File: src/rtl/bus_arbiter2.sv
// bus_arbiter2: two-requester round-robin bus arbiter with registered 2:1 data mux.
// Define ARB_TIMEOUT_EN to force rotation after HOLD_MAX owned cycles while the other side waits.
module bus_arbiter2 #(
  parameter int DATA_W = 8,
  parameter int HOLD_MAX = 4
) (
  input  logic              clock,
  input  logic              reset,
  input  logic              req0,
  input  logic              req1,
  input  logic [DATA_W-1:0] data0,
  input  logic [DATA_W-1:0] data1,
  output logic              gnt0,
  output logic              gnt1,
  output logic              sel,
  output logic [DATA_W-1:0] bus_data,
  output logic              bus_valid
);
  typedef enum logic [1:0] {IDLE = 2'b00, OWN0 = 2'b01, OWN1 = 2'b10} state_t;
  state_t state, next;
  logic last_owner, rot0, rot1;
`ifdef ARB_TIMEOUT_EN
  localparam logic [7:0] HOLD_LAST = 8'(HOLD_MAX - 1);
  logic [7:0] hold_cnt;
  assign rot0 = (hold_cnt == HOLD_LAST) && req1;
  assign rot1 = (hold_cnt == HOLD_LAST) && req0;
  always_ff @(posedge clock or posedge reset)
    if (reset) hold_cnt <= '0;
    else if (next != state || next == IDLE) hold_cnt <= '0;
    else if (hold_cnt != HOLD_LAST) hold_cnt <= hold_cnt + 8'd1;
`else
  logic unused_hold;
  assign unused_hold = HOLD_MAX > 0;
  assign rot0 = 1'b0;
  assign rot1 = 1'b0;
`endif
  assign gnt0 = state == OWN0;
  assign gnt1 = state == OWN1;
  always_comb begin
    next = IDLE;
    if (state == IDLE) next = (req0 && req1) ? (last_owner ? OWN0 : OWN1) : req0 ? OWN0 : req1 ? OWN1 : IDLE;
    else if (state == OWN0) next = (req0 && !rot0) ? OWN0 : req1 ? OWN1 : IDLE;
    else if (state == OWN1) next = (req1 && !rot1) ? OWN1 : req0 ? OWN0 : IDLE;
  end
  always_ff @(posedge clock or posedge reset)
    if (reset) begin
      state      <= IDLE;
      sel        <= 1'b0;
      last_owner <= 1'b1;
      bus_data   <= '0;
      bus_valid  <= 1'b0;
    end else begin
      state <= next;
      if (next != IDLE) begin
        sel        <= next == OWN1;
        last_owner <= next == OWN1;
      end
      if (state != IDLE) bus_data <= sel ? data1 : data0;
      bus_valid <= (gnt0 && req0) || (gnt1 && req1);
    end
endmodule

File: config.mk
export PLATFORM = sky130hd
export DESIGN_NAME = bus_arbiter2
export DESIGN_NICKNAME = d
export VERILOG_FILES = /design/src/rtl/bus_arbiter2.sv
export SDC_FILE = /design/constraint.sdc
export NUM_CORES = 1
export LEC_CHECK = 0
export CAP_MARGIN = 10
export CORE_UTILIZATION = 38
export CTS_CLUSTER_DIAMETER = 30
export DETAILED_ROUTE_END_ITERATION = 7
export MAX_ROUTING_LAYER = met4
export PLACE_DENSITY = 0.76
export REMOVE_ABC_BUFFERS = 1
export SLEW_MARGIN = 10
export SYNTH_ARGS = -nofsm -noshare
export SYNTH_HDL_FRONTEND = slang
export SYNTH_SLANG_ARGS = --single-unit
File: constraint.sdc
create_clock -name clock -period 1.7 [get_ports clock]
set_clock_uncertainty 0.05 [all_clocks]
set_input_delay 0.255 -clock clock [delete_from_list [all_inputs] [get_ports clock]]
set_output_delay 0.255 -clock clock [all_outputs]
set_load 0.02 [all_outputs]
==> impl_metrics.py <==
metrics = {
    "power_and_ir_drop": {
        "total_power_mw": 1.19,
        "total_leakage_power_nw": 0.429,
        "power.density_mw_per_mm2": 1220,
        "peakVddDrop_mv": 0.691,
    },
    "detailed_routing": {
        "wl_per_cell_um": 12.4,
        "drcViolationCount": 0,
        "wirelength_um": 1360,
        "dr_wl_met3_um": 77,
        "dr.max_layer_used": "met3",
        "wl_met2_um": 713,
        "viasPerCell": 5.00,
        "vias": 550,
        "dr.pass1.iters": 4,
        "ant_nets": 0,
        "met1Wirelength_um": 569,
        "detail_route.iter0.violations": 13,
    },
    "setup_path": {
        "end_kind": "output pin",
        "cp_top_family": "buffers and inverters",
        "required_ps": 1390,
        "path_cells": "clkdlybuf4s50_1",
        "cpPeakStageDelay_ps": 610,
        "path_max_fanout": 2,
        "cp_slowest_cell": "clkdlybuf4s50_1",
        "path_buf_inv": 1,
        "path_class": "reg2out",
        "startpoint_type": "flip-flop",
        "crit_arrival_ps": 1250,
    },
    "floorplan": {
        "die_area_mm2": 0.00187,
        "initial_core_util_pct": 42.0,
        "rows": 14,
        "fp.dieW_um": 43.3,
        "core_mm2": 0.00154,
        "pin_count": 32,
        "die_y_um": 43.3,
    },
    "timing": {
        "tightestPinTransition_ps": 515,
        "relSlewSlack_pct": 65.7,
        "fin_crit_sh_pct": 91.5,
        "finalSetupViolations": 0,
        "fmax_mhz": 643,
        "fin_ws_ps": 145,
        "slew_viol_final": 0,
        "tns_ps": 0,
        "rsz0062_at_grt": "no",
        "final-hold-violation-count": 0,
        "min_period_ps": 1560,
    },
    "yosys": {
        "seq_area_frac_synth_pct": 50.4,
        "synth_top_cell_area_share_pct": 46.3,
        "yosys-top-cells-area": "dfrtp_1 (46%), mux2i_1 (12%), a21oi_1 (7.7%)",
        "synth_top_cells_by_count": "dfrtp_1 (12), nor2_1 (11), a21oi_1 (10)",
        "avgSynthCellArea_um2": 10.5,
        "syn_area_um2": 648,
        "synthArstFlopShare_pct": 100,
        "yosysMostFrequentCell": "dfrtp_1",
        "synth_cells": 62,
        "synth_largest_area_cell": "dfrtp_1",
        "synth_cell_types": 20,
        "ys.flop_type": "dfrtp_1",
        "synth_edf_count": 0,
        "synth_warnings": 0,
        "ys_seq_elements": 13,
    },
    "status": {
        "outcome": "complete, no violations",
    },
    "placement": {
        "gp_congestion": 0.660,
        "port_buffers": 31,
        "dp.final_hpwl_um": 1070,
        "place_ws_ps": 162,
    },
    "clock_tree": {
        "ctsResizeCount": 3,
        "htreeDepth": 1,
        "tritoncts": "done",
        "path_clk_slew_ps": 80,
        "clock_latency_ps": 270,
        "cts_hold_buffers": 0,
        "cts_sinks": 13,
        "cts_setup_buffers": 0,
        "clockBufferDepth": 2,
        "cts_made_buffers": 3,
        "cts_root_buf": "clkbuf_4",
    },
    "cells_and_area": {
        "layout.nets": 115,
        "syn_to_final_growth_pct": 50.0,
        "insertedDiodeCount": 0,
        "drive_gt1_share_pct": 10.6,
    },
    "run": {
        "maxCapViolCount": 0,
    },
    "global_routing": {
        "grt_pass1_vias": 517,
        "overflow": 0,
        "grt_first_pass_wirelength_um": 2280,
        "grt_max_degree": 17,
        "grt.total_usage_pct": 16.9,
        "antenna_found_initial": 0,
    },
    "min_path": {
        "hold_path.class": "in2async",
    },
}
power breakdown:
| group | total (mW) | internal, mW | switching (mW) |
|---|---|---|---|
| Sequential | 0.455 | 0.402 | 0.0529 |
| Clock | 0.188 | 0.0872 | 0.101 |
| Combinational | 0.545 | 0.275 | 0.270 |
| Total | 1.19 | 0.764 | 0.423 |
per-layer routing:
layer	GRT usage [%]	up-vias
li1	-	275
met1	18.4	260
met2	29.6	15
met3	4.68	0
met4	5.45	0
met5	-	-
layout by cell type, fill, tap and decap left out:
cell | synthesis | final
or2_1 | 1 | 1
mux2i_1 | 8 | 8
dfrtp_1 | 12 | 11
a22o_1 | 1 | 1
a21oi_2 | 1 | 1
dfrtp_2 | 0 | 1
a21oi_1 | 10 | 10
and2b_1 | 2 | 2
dlygate4sd2_1 | 0 | 2
inv_1 | 1 | 1
and2_1 | 1 | 1
buf_4 | 0 | 2
clkdlybuf4s50_1 | 0 | 29
o22ai_1 | 2 | 2
nand2b_1 | 1 | 1
clkbuf_4 | 0 | 3
nor2b_1 | 2 | 2
nor2_1 | 11 | 11
a221oi_1 | 1 | 1
nor2_2 | 1 | 1
clkinv_2 | 0 | 1
o21a_1 | 1 | 1
dfstp_2 | 1 | 1
metrics by stage:
stage          instances  hold slack, ps  cell area (um^2)  utilization, %
2_1_floorplan         57            81.2               601               -
3_3_place_gp         106             463               946            61.4
3_5_place_dp         106             470               946            61.4
4_1_cts              110             259               972            63.1
5_1_grt              110             308               972            63.1
6_report             110             245               972            63.1
worst paths after layout:
path / depth (start not counted) / from / slack [ps] / end
max: 1 / bus_data[1] / 140 / bus_data[1]
min: 2 / reset / 250 / bus_data[4]
max reg2reg: 4 / state[1] / 330 / bus_data[5]
min reg2reg: 2 / bus_data[6] / 480 / bus_data[6]
max in group asynchronous: 2 / reset / 1000 / state[0]
min in group clock: 2 / bus_data[6] / 480 / bus_data[6]
layout make-up:
class                      count  area, um^2
clock buffer                   3        22.5
clock inverter                 1        5.00
fill                         141         569
inverter                       1        3.75
multi-input combinational     43         270
sequential                    13         328
tap                           16        20.0
timing repair buffer          33         323
sequential cells by signal, indices dropped and copies added (netlist names):
| register | flops |
|---|---|
| bus_data | 8 |
| state | 2 |
| bus_valid | 1 |
| last_owner | 1 |
| sel | 1 |
kinds of logic after synthesis:
kind of cell	Yosys count	synth area share, %
AO/OA/AOI/OAI	16	14.9
buffers and inverters	6	7.91
flip-flops	13	50.4
multiplexers	8	12.4
AND/OR/NAND/NOR	19	14.5
(Power assumes the default switching activity.)
